### src/rtl/result_serializer.sv
// Captures 25 compressor result bits on start and shifts them out one per cycle.
// Define RESULT_SERIALIZER_PARITY_EN to append an even-parity bit to every frame.
module result_serializer #(
   parameter int unsigned LSB_FIRST = 1
) (
   input  logic       clk,
   input  logic       rst,
   input  logic       dst0,
   input  logic       dst1,
   input  logic       dst2,
   input  logic       dst3,
   input  logic       dst4,
   input  logic       dst5,
   input  logic       dst6,
   input  logic       dst7,
   input  logic       dst8,
   input  logic       dst9,
   input  logic       dst10,
   input  logic       dst11,
   input  logic       dst12,
   input  logic       dst13,
   input  logic       dst14,
   input  logic       dst15,
   input  logic       dst16,
   input  logic       dst17,
   input  logic       dst18,
   input  logic       dst19,
   input  logic       dst20,
   input  logic       dst21,
   input  logic       dst22,
   input  logic       dst23,
   input  logic       dst24,
   input  logic       start,
   output logic       sout,
   output logic       sout_valid,
   output logic       busy,
   output logic       done,
   output logic [7:0] frame_cnt
);

`ifdef RESULT_SERIALIZER_PARITY_EN
   localparam int unsigned FRAME_LEN = 26;
`else
   localparam int unsigned FRAME_LEN = 25;
`endif
   localparam logic [4:0] LAST_BIT = 5'(FRAME_LEN - 1);

   typedef enum logic {
      IDLE,
      SHIFT
   } state_e;

   state_e      state_q,     state_d;
   logic [24:0] shadow_q,    shadow_d;
   logic [4:0]  bit_cnt_q,   bit_cnt_d;
   logic [7:0]  frame_cnt_q, frame_cnt_d;
   logic [24:0] dst_w;
`ifdef RESULT_SERIALIZER_PARITY_EN
   logic        parity_q,    parity_d;
`endif

   assign dst_w = {dst24, dst23, dst22, dst21, dst20, dst19, dst18, dst17, dst16,
                   dst15, dst14, dst13, dst12, dst11, dst10, dst9,  dst8,  dst7,
                   dst6,  dst5,  dst4,  dst3,  dst2,  dst1,  dst0};

   assign frame_cnt = frame_cnt_q;

   always_comb begin
      // NOTE: every signal gets a default before the case so no path leaves it unassigned (no latches).
      state_d     = state_q;
      shadow_d    = shadow_q;
      bit_cnt_d   = bit_cnt_q;
      frame_cnt_d = frame_cnt_q;
`ifdef RESULT_SERIALIZER_PARITY_EN
      parity_d    = parity_q;
`endif
      sout        = 1'b0;
      sout_valid  = 1'b0;
      busy        = 1'b0;
      done        = 1'b0;

      case (state_q)
         IDLE: begin
            if (start) begin
               state_d   = SHIFT;
               shadow_d  = dst_w;
               bit_cnt_d = 5'd0;
`ifdef RESULT_SERIALIZER_PARITY_EN
               parity_d  = ^dst_w;
`endif
            end
         end
         SHIFT: begin
            sout_valid = 1'b1;
            busy       = 1'b1;
            // The shadow register shifts toward the output end, so the next bit is always at the edge.
            if (LSB_FIRST != 0) begin
               sout     = shadow_q[0];
               shadow_d = {1'b0, shadow_q[24:1]};
            end else begin
               sout     = shadow_q[24];
               shadow_d = {shadow_q[23:0], 1'b0};
            end
`ifdef RESULT_SERIALIZER_PARITY_EN
            if (bit_cnt_q == 5'd25) sout = parity_q;
`endif
            if (bit_cnt_q == LAST_BIT) begin
               done        = 1'b1;
               state_d     = IDLE;
               bit_cnt_d   = 5'd0;
               frame_cnt_d = frame_cnt_q + 8'd1;
            end else begin
               bit_cnt_d   = bit_cnt_q + 5'd1;
            end
         end
         default: state_d = IDLE;
      endcase
   end

   // NOTE: state uses non-blocking assignments so all registers update together at the edge.
   always_ff @(posedge clk) begin
      if (rst) begin
         // NOTE: the shadow register is a plain register, not a memory, so clearing it on reset is cheap.
         state_q     <= IDLE;
         shadow_q    <= '0;
         bit_cnt_q   <= '0;
         frame_cnt_q <= '0;
`ifdef RESULT_SERIALIZER_PARITY_EN
         parity_q    <= 1'b0;
`endif
      end else begin
         state_q     <= state_d;
         shadow_q    <= shadow_d;
         bit_cnt_q   <= bit_cnt_d;
         frame_cnt_q <= frame_cnt_d;
`ifdef RESULT_SERIALIZER_PARITY_EN
         parity_q    <= parity_d;
`endif
      end
   end

endmodule

### config.mk
export PLATFORM = sky130hd
export DESIGN_NAME = result_serializer
export DESIGN_NICKNAME = d
export VERILOG_FILES = /design/src/rtl/result_serializer.sv
export SDC_FILE = /design/constraint.sdc
export NUM_CORES = 1
export LEC_CHECK = 0
export ABC_AREA = 1
export CAP_MARGIN = 10
export CORE_AREA = 2 2 76 60
export CTS_CLUSTER_DIAMETER = 100
export DETAILED_ROUTE_END_ITERATION = 12
export DIE_AREA = 0 0 78 62
export DONT_BUFFER_PORTS = 1
export SYNTH_ARGS = -nofsm -noshare
export SYNTH_HDL_FRONTEND = slang
export SYNTH_SLANG_ARGS = --single-unit
export TNS_END_PERCENT = 30
### constraint.sdc
create_clock -name clk -period 2.4 [get_ports clk]
set_input_delay 0.48 -clock clk [delete_from_list [all_inputs] [get_ports clk]]
set_output_delay 0.48 -clock clk [all_outputs]
set_load 0.005 [all_outputs]
==> results by group, run 1 <==
Die
  – Vertical extent of the die: 62 µm
  – Std-Cell Rows: 21
  – Starting density of the core: 46.5%
  – Die extent in x: 78 µm
  – Core outline area: 4200 µm²
  – Die area: 4840 µm²
  – Number of placed I/O pins: 40

Setup path
  – Cell-by-cell listing of the critical path: inv_4, nor3_4
  – Startpoint class of the critical path: flip-flop
  – Worst-path cell with the longest stage delay: sky130_fd_sc_hd__dfxtp_1
  – Number of logic stages on the critical path including buffering: 2
  – Required arrival time at the worst endpoint: 1.92 ns
  – Setup slack of the most critical reg-to-reg path: 0.69 ns
  – Buffers plus inverters on the worst setup path: 1
  – Startpoint-to-endpoint class of the critical path: flip-flop to output port
  – Biggest cell delay along the critical path: 0.59 ns
  – R2r endpoint: frame_cnt[4]
  – Data arrival time of the worst path: 1.60 ns
  – Critical Path Sink Type: output port
  – FF-to-FF Start: state_q
  – Largest fanout on the critical path: 35
  – Critical Path End: done
  – R2R depth: 5
  – Setup crit start: state_q
  – Cell family contributing the most delay on the critical path: flip-flops

Detailed routing
  – Routed via count divided by cell count: 4.81
  – DRC marker count from the first detailed-route iteration: 108
  – Vias after detailed routing: 1,611
  – DRT antenna net count: 0
  – Average detailed-routed wire length per instance: 12.0 µm
  – Final routed wirelength across all metal layers: 4010 µm
  – DR pass1 iterations: 4
  – Residual DRC: 0

Job
  – Max-cap viol count: 0

Layout
  – Most frequent cells in the layout: sky130_fd_sc_hd__nand2_1, sky130_fd_sc_hd__inv_1, sky130_fd_sc_hd__dfxtp_1, sky130_fd_sc_hd__nand3_1, sky130_fd_sc_hd__nor2_1
  – Post-synthesis to final-layout area growth: 4.16%
  – Post-route cell area: 2030 µm²
  – Most common cell after layout, fill and taps aside: sky130_fd_sc_hd__nand2_1
  – Share of post-route cells with drive strength above 1: 5.76%
  – Post-layout instance count excluding filler cells: 335
  – Count of antenna diodes in the layout: 0
  – Nets: 308
  – Combined area of the multi-input logic cells: 851 µm²
  – Filler cell count in the final layout: 434
  – Area taken by flip-flops and latches: 781 µm²

CTS
  – CTS buffer count: 5
  – Clock Latency Late Sink: 0.28 ns
  – TritonCTS clock tree: yes
  – Number of sinks driven by the clock tree: 39
  – Number of gates resized after cts: 0
  – Setup fix buffers added after clock tree synthesis: 0
  – Worst-case clock buffer depth: 2
  – Quantity of hold-fixing buffers added after cts: 0
  – Deepest level of the CTS H-tree: 2
  – Clock root buffer: sky130_fd_sc_hd__clkbuf_8
  – Reg clk slew, reported paths: 0.07 ns

STA
  – Highest clock rate: 481 MHz
  – Unrepaired setup endpoints after global routing: no
  – Total negative slack: 0 ns
  – Final Critical Period: 2.08 ns
  – Worst Skew: 0.00228 ns
  – Finish-stage setup viols: 0
  – Final count of pins violating max slew: 0
  – Final hold violation count: 0
  – Transition time at the pin with the least slew margin: 0.572 ns
  – Headroom to the max-slew limit: 61.8%
  – Final worst path period share: 86.7%

GRT
  – Overall routing resource usage: 17.9%
  – Maximum number of pins on one net before global-route repair: 36
  – First-pass GRT wire length: 6710 µm
  – Number of antenna violations at the first check in global routing: 0
  – Remaining global-route overflow: 0
  – Number of global-route vias before repair: 1,420

Power
  – Worst vdd rail ir drop: 0.414 mV
  – Leakage power: 0.000976 µW
  – Total Power: 1230 µW
  – Cell Pwr Density: 603 nW/µm²

Placement
  – Standard cell area after detailed placement: 1950 µm²
  – Total instance count after detailed placement: 327
  – Post-detail-place hpwl: 2870 µm
  – Gpl congestion: 0.725
  – Count of input and output buffers: 0

Synth
  – Post-synthesis instance total: 282
  – Seq/Total Area, Yosys: 40.0%
  – Count of state elements after synthesis: 39
  – Yosys warning count: 0
  – Area of the mapped netlist: 1950 µm²
  – Number of different library cells in the post-synthesis netlist: 26
  – Mean instance size in the synthesized netlist: 6.93 µm²
  – Net count after synthesis: 313

Outcome
  – Run status: complete, no violations

Min path
  – Worst Hold Class: primary input to flip-flop
==> layout make-up <==
| class | count | area share (%) |
|---|---|---|
| inverter | 60 | 11.2 |
| tap | 57 | 3.51 |
| multi-input combinational | 168 | 41.8 |
| sequential | 39 | 38.4 |
| timing repair buffer | 3 | 1.11 |
| clock buffer | 7 | 3.75 |
| clock inverter | 1 | 0.246 |
==> how the worst min path moves through the flow <==
| stage | startpoint | to | slack, ns | depth (start not counted) |
|---|---|---|---|---|
| after floorplan | shadow_q[24] | shadow_q[24] | 0.44 | 2 |
| after global placement | shadow_q[24] | shadow_q[24] | 0.45 | 2 |
| after detailed placement | shadow_q[24] | shadow_q[24] | 0.45 | 2 |
| after CTS | rst | frame_cnt[3] | 0.26 | 1 |
| after global routing | rst | shadow_q[24] | 0.25 | 1 |
| final | rst | frame_cnt[3] | 0.26 | 1 |
==> power breakdown <==
| part | internal [µW] | leakage [µW] | switching [µW] | total, µW |
|---|---|---|---|---|
| registers | 676 | 0.000319 | 15.7 | 691 |
| clock network | 204 | 0.0000422 | 209 | 413 |
| logic | 43.6 | 0.000615 | 78.9 | 123 |
| total | 923 | 0.000976 | 303 | 1230 |
==> cell usage after synthesis, drive strengths merged <==
cell	n	area (µm²)
nor2	23	103
a21oi	9	45.0
ha	3	37.5
nand2	66	253
nand3	31	155
dfxtp	39	781
xnor2	1	8.76
o221ai	7	61.3
nand4	1	6.26
buf	12	82.6
nor3b	1	7.51
o211ai	6	45.0
inv	60	228
o21ai	15	78.8
o21bai	1	7.51
clkbuf	3	11.3
xor2	3	26.3
nor3	1	16.3
==> kinds of logic after synthesis <==
kind of cell	Yosys count	share of synthesized area, %
xor gates and xnor gates	4	1.79
DFF	39	40.0
buffers and inverters	75	16.5
AOI/OAI and AO/OA	38	12.2
and+or+nand+nor	123	27.7
adders and majority gates	3	1.92
==> metrics by stage <==
step | util, % | hold WS (ns) | setup WS (ns)
floorplan | - | 0.440 | 0.988
global placement | 46.5 | 0.447 | 0.660
detailed placement | 46.5 | 0.447 | 0.594
CTS | 48.4 | 0.255 | 0.291
global route | 48.4 | 0.245 | 0.147
finish | 48.4 | 0.263 | 0.320
==> routing by layer <==
| layer | track usage (%) | routed length (µm) |
|---|---|---|
| met2 | 26.1 | 1640 |
| met5 | 0 | 0 |
| met1 | 26.4 | 2110 |
| met4 | 4.01 | 21 |
| met3 | 4.91 | 233 |
==> flip-flops by register name (all words and copies together), names as in the netlist <==
register   cells
bit_cnt_q      5
frame_cnt      8
shadow_q      25
state_q        1
(Power assumes the default switching activity.)
==> inputs of run 2 (changes only) <==
- SETUP_SLACK_MARGIN: default -> 0.4
==> results by group, run 2 (same netlist as run 1, synthesis figures left out) <==
Die
  – Vertical extent of the die: 62 µm
  – Die extent in x: 78 µm
  – Std-Cell Rows: 21
  – Core outline area: 4200 µm²
  – Die area: 4840 µm²
  – Number of placed I/O pins: 40
  – Starting density of the core: 46.5%

Detailed routing
  – DR pass1 iterations: 4
  – Vias after detailed routing: 1,605
  – Routed via count divided by cell count: 4.78
  – DRC marker count from the first detailed-route iteration: 88
  – Final routed wirelength across all metal layers: 4080 µm
  – DRT antenna net count: 0
  – Residual DRC: 0
  – Average detailed-routed wire length per instance: 12.1 µm

GRT
  – Overall routing resource usage: 18.0%
  – First-pass GRT wire length: 6780 µm
  – Number of antenna violations at the first check in global routing: 0
  – Maximum number of pins on one net before global-route repair: 37
  – Remaining global-route overflow: 0
  – Number of global-route vias before repair: 1,433

Layout
  – Filler cell count in the final layout: 433
  – Most frequent cells in the layout: sky130_fd_sc_hd__nand2_1, sky130_fd_sc_hd__inv_1, sky130_fd_sc_hd__dfxtp_1, sky130_fd_sc_hd__nand3_1, sky130_fd_sc_hd__nor2_1
  – Largest register FFs: 25
  – Post-synthesis to final-layout area growth: 4.74%
  – Most flops, register: shadow_q
  – Share of post-route cells with drive strength above 1: 6.45%
  – Nets: 309
  – Count of antenna diodes in the layout: 0
  – Most common cell after layout, fill and taps aside: sky130_fd_sc_hd__nand2_1

STA
  – Total negative slack: 0 ns
  – Finish-stage setup viols: 0
  – Final hold violation count: 0
  – Unrepaired setup endpoints after global routing: no
  – Worst Skew: 0.00272 ns
  – Highest clock rate: 565 MHz
  – Final worst path period share: 73.7%
  – Setup ws final: 0.630 ns
  – Final count of pins violating max slew: 0
  – Headroom to the max-slew limit: 61.7%
  – Transition time at the pin with the least slew margin: 0.574 ns
  – Final Critical Period: 1.77 ns

Setup path
  – Cell family contributing the most delay on the critical path: simple AND/OR/NAND/NOR gates
  – Required arrival time at the worst endpoint: 1.92 ns
  – Startpoint class of the critical path: flip-flop
  – Data arrival time of the worst path: 1.29 ns
  – Number of logic stages on the critical path including buffering: 4
  – Buffers plus inverters on the worst setup path: 1
  – Largest fanout on the critical path: 6
  – Biggest cell delay along the critical path: 0.33 ns
  – Startpoint-to-endpoint class of the critical path: flip-flop to output port
  – Critical Path Sink Type: output port
  – R2R depth: 6
  – Cell-by-cell listing of the critical path: inv_1, ha_1, nand2_1, nor3_4
  – Worst-path cell with the longest stage delay: sky130_fd_sc_hd__dfxtp_1

Job
  – Max-cap viol count: 0

Placement
  – Count of input and output buffers: 0
  – Post-detail-place hpwl: 2870 µm
  – Setup slack at placement: 0.594 ns
  – Gpl congestion: 0.725

CTS
  – TritonCTS clock tree: yes
  – Quantity of hold-fixing buffers added after cts: 0
  – CTS buffer count: 5
  – Number of sinks driven by the clock tree: 39
  – Worst-case clock buffer depth: 2
  – Deepest level of the CTS H-tree: 2
  – Setup fix buffers added after clock tree synthesis: 0
  – Clock root buffer: sky130_fd_sc_hd__clkbuf_8
  – Clock Latency Late Sink: 0.28 ns
  – Reg clk slew, reported paths: 0.07 ns

Min path
  – Number of cells on the worst hold path: 1
  – Worst Hold Class: primary input to flip-flop

Outcome
  – Run status: complete, no violations

Power
  – Leakage power: 0.000977 µW
  – Cell Pwr Density: 599 nW/µm²
  – Worst vdd rail ir drop: 0.401 mV
run 2: layer usage:
metal | global-route usage, % | share of wire [%]
met2 | 26.7 | 41
met3 | 4.91 | 3.7
met1 | 26.4 | 54
met4 | 4.01 | 0.66
met5 | 0 | 0
run 2: final timing paths:
path / from / end / slack [ns]
hold / removal: rst / frame_cnt[3] / 0.26
setup / recovery: bit_cnt_q[0] / done / 0.63
setup reg to reg: state_q / shadow_q[2] / 0.93
hold reg to reg: shadow_q[24] / shadow_q[24] / 0.46
run 2: metrics by stage:
| step | power, µW | hold slack, ns | std cells | utilization [%] | instance area (µm²) |
|---|---|---|---|---|---|
| final | 1230 | 0.263 | 336 | 48.7 | 2050 |
| after CTS | 1240 | 0.255 | 336 | 48.6 | 2040 |
| after detailed placement | 831 | 0.447 | 327 | 46.5 | 1950 |
| after global placement | 829 | 0.447 | 327 | 46.5 | 1950 |
| after global routing | 1310 | 0.245 | 336 | 48.7 | 2050 |
| after floorplan | 816 | 0.440 | 282 | - | 1950 |
run 2: repair_timing:
item / in CTS / in global routing
gates cloned: 1 / 0
endpoints found under the hold margin: 0 / 0
resized for setup: 0 / 1
setup endpoints to repair: 1 / 1
pin swaps: 1 / 0
run 2: where the power goes:
group / internal, µW / switching, µW
Clock: 204 / 206
Combinational: 43.7 / 80.4
Sequential: 676 / 16.0
Total: 923 / 303
run 2: layout make-up:
cell class / count / area [µm²] / share of cell area [%]
Clock buffer: 7 / 76.3 / 3.73
Multi-Input combinational cell: 169 / 861 / 42.1
Timing Repair Buffer: 3 / 22.5 / 1.10
Inverter: 60 / 228 / 11.1
Tap cell: 57 / 71.3 / 3.49
Clock inverter: 1 / 5.00 / 0.245
Sequential cell: 39 / 782 / 38.2
==> inputs of run 3 (changes only) <==
- clock period: 2.4 -> 1.8 ns (I/O delays scaled with it)
==> results by group, run 3 (same netlist as run 1, synthesis figures left out) <==
CTS
  – Number of sinks driven by the clock tree: 39
  – Reg clk slew, reported paths: 0.07 ns
  – Clock Latency Late Sink: 0.28 ns
  – CTS buffer count: 5
  – Worst-case clock buffer depth: 2
  – TritonCTS clock tree: yes
  – Clock root buffer: sky130_fd_sc_hd__clkbuf_8
  – Deepest level of the CTS H-tree: 2

Layout
  – Nets: 316
  – Area taken by flip-flops and latches: 790 µm²
  – Post-layout instance count excluding filler cells: 343
  – Count of antenna diodes in the layout: 0
  – Post-route cell area: 2160 µm²
  – Most common cell after layout, fill and taps aside: sky130_fd_sc_hd__nand2_1
  – Share of post-route cells with drive strength above 1: 13.3%
  – Largest register FFs: 25
  – Most frequent cells in the layout: sky130_fd_sc_hd__nand2_1, sky130_fd_sc_hd__inv_1, sky130_fd_sc_hd__dfxtp_1, sky130_fd_sc_hd__nand3_1, sky130_fd_sc_hd__nor2_1
  – Post-synthesis to final-layout area growth: 10.4%
  – Combined area of the multi-input logic cells: 893 µm²
  – Final Util: 51.3%
  – Filler cell count in the final layout: 449
  – Most flops, register: shadow_q

GRT
  – Overall routing resource usage: 18.9%
  – First-pass GRT wire length: 7040 µm
  – Maximum number of pins on one net before global-route repair: 27
  – Number of global-route vias before repair: 1,477
  – Remaining global-route overflow: 0
  – Number of antenna violations at the first check in global routing: 0

Min path
  – Number of cells on the worst hold path: 1
  – Worst Hold Class: primary input to flip-flop
  – Startpoint of the worst hold path: rst
  – Sink of the worst hold path: bit_cnt_q[3]

Setup path
  – Setup slack of the most critical reg-to-reg path: 0.46 ns
  – R2R depth: 10
  – Required arrival time at the worst endpoint: 1.44 ns
  – FF-to-FF Start: bit_cnt_q[0]
  – Data arrival time of the worst path: 1.11 ns
  – Critical Path Sink Type: output port
  – Largest fanout on the critical path: 6
  – Startpoint class of the critical path: flip-flop
  – Startpoint-to-endpoint class of the critical path: flip-flop to output port
  – R2r endpoint: bit_cnt_q[3]
  – Setup crit start: bit_cnt_q[0]

Detailed routing
  – Final routed wirelength across all metal layers: 4220 µm
  – DRT antenna net count: 0
  – DR pass1 iterations: 6
  – Average detailed-routed wire length per instance: 12.3 µm
  – Vias after detailed routing: 1,644
  – Routed via count divided by cell count: 4.79
  – Residual DRC: 0
  – DRC marker count from the first detailed-route iteration: 78

Power
  – Cell Pwr Density: 807 nW/µm²
  – Leakage power: 0.00103 µW
  – Worst vdd rail ir drop: 0.514 mV

Placement
  – Setup slack at placement: 0.371 ns
  – Total instance count after detailed placement: 330
  – Gpl congestion: 0.696
  – Standard cell area after detailed placement: 1980 µm²
  – Count of input and output buffers: 0
  – Post-detail-place hpwl: 2890 µm

Job
  – Max-cap viol count: 0

STA
  – Final Critical Period: 1.47 ns
  – Worst Skew: 0.00507 ns
  – Final count of pins violating max slew: 0
  – Transition time at the pin with the least slew margin: 0.395 ns
  – Unrepaired setup endpoints after global routing: yes
  – Finish-stage setup viols: 0
  – Headroom to the max-slew limit: 73.6%
  – Final hold violation count: 0
  – Highest clock rate: 679 MHz
  – Final worst path period share: 81.8%
  – Total negative slack: 0 ns
  – Setup ws final: 0.327 ns

Die
  – Starting density of the core: 46.5%
  – Core outline area: 4200 µm²
  – Die area: 4840 µm²
  – Std-Cell Rows: 21
  – Number of placed I/O pins: 40
  – Vertical extent of the die: 62 µm
  – Die extent in x: 78 µm

Outcome
  – Run status: complete, no violations
[run 3: area by class of cell]
cell class,count,share of cell area [%]
Timing Repair Buffer,10,3.48
Clock buffer,8,4.64
Inverter,60,10.6
Tap cell,57,3.31
Sequential cell,39,36.6
Multi-Input combinational cell,169,41.4
[run 3: where the power goes]
group	leakage, µW	switching, µW	internal (µW)
combinational	0.000657	120	73.7
sequential	0.000321	16.1	900
clock	0.0000515	281	350
total	0.00103	417	1320
[run 3: how the worst max path moves through the flow]
stage	to	slack [ns]
2_1_floorplan	done	0.51
3_3_place_gp	frame_cnt[7]	0.39
3_5_place_dp	frame_cnt[7]	0.37
4_1_cts	done	0.33
5_1_grt	done	0.24
6_report	done	0.33
[run 3: critical path: stages (launching register included)]
cell,delay [ns]
sky130_fd_sc_hd__dfxtp_2,0.33
sky130_fd_sc_hd__inv_2,0.07
sky130_fd_sc_hd__ha_4,0.13
sky130_fd_sc_hd__nand2_4,0.05
sky130_fd_sc_hd__nor3_4,0.27
[run 3: per-layer routing]
metal / share of wire, % / global-route usage [%] / vias up / wire length [µm]
met5: 0 / 0 / - / 0
met4: 0.57 / 4.51 / 0 / 24
met3: 4.5 / 4.77 / 2 / 190
met2: 41 / 28.3 / 31 / 1730
met1: 54 / 27.5 / 728 / 2270
li1: - / - / 883 / -
[run 3: timing repair]
item | in CTS | in global routing
setup endpoints to repair | 6 | 10
pin swaps | 3 | 0
setup buffers | 4 | 0
gates cloned | 1 | 0
hold buffers | 0 | 0
resized for setup | 12 | 5
[run 3: per-stage QoR]
stage / hold slack (ns) / power, µW
5_1_grt: 0.121 / 1840
3_3_place_gp: 0.431 / 1110
2_1_floorplan: 0.440 / 1090
4_1_cts: 0.128 / 1770
3_5_place_dp: 0.433 / 1120
6_report: 0.139 / 1740
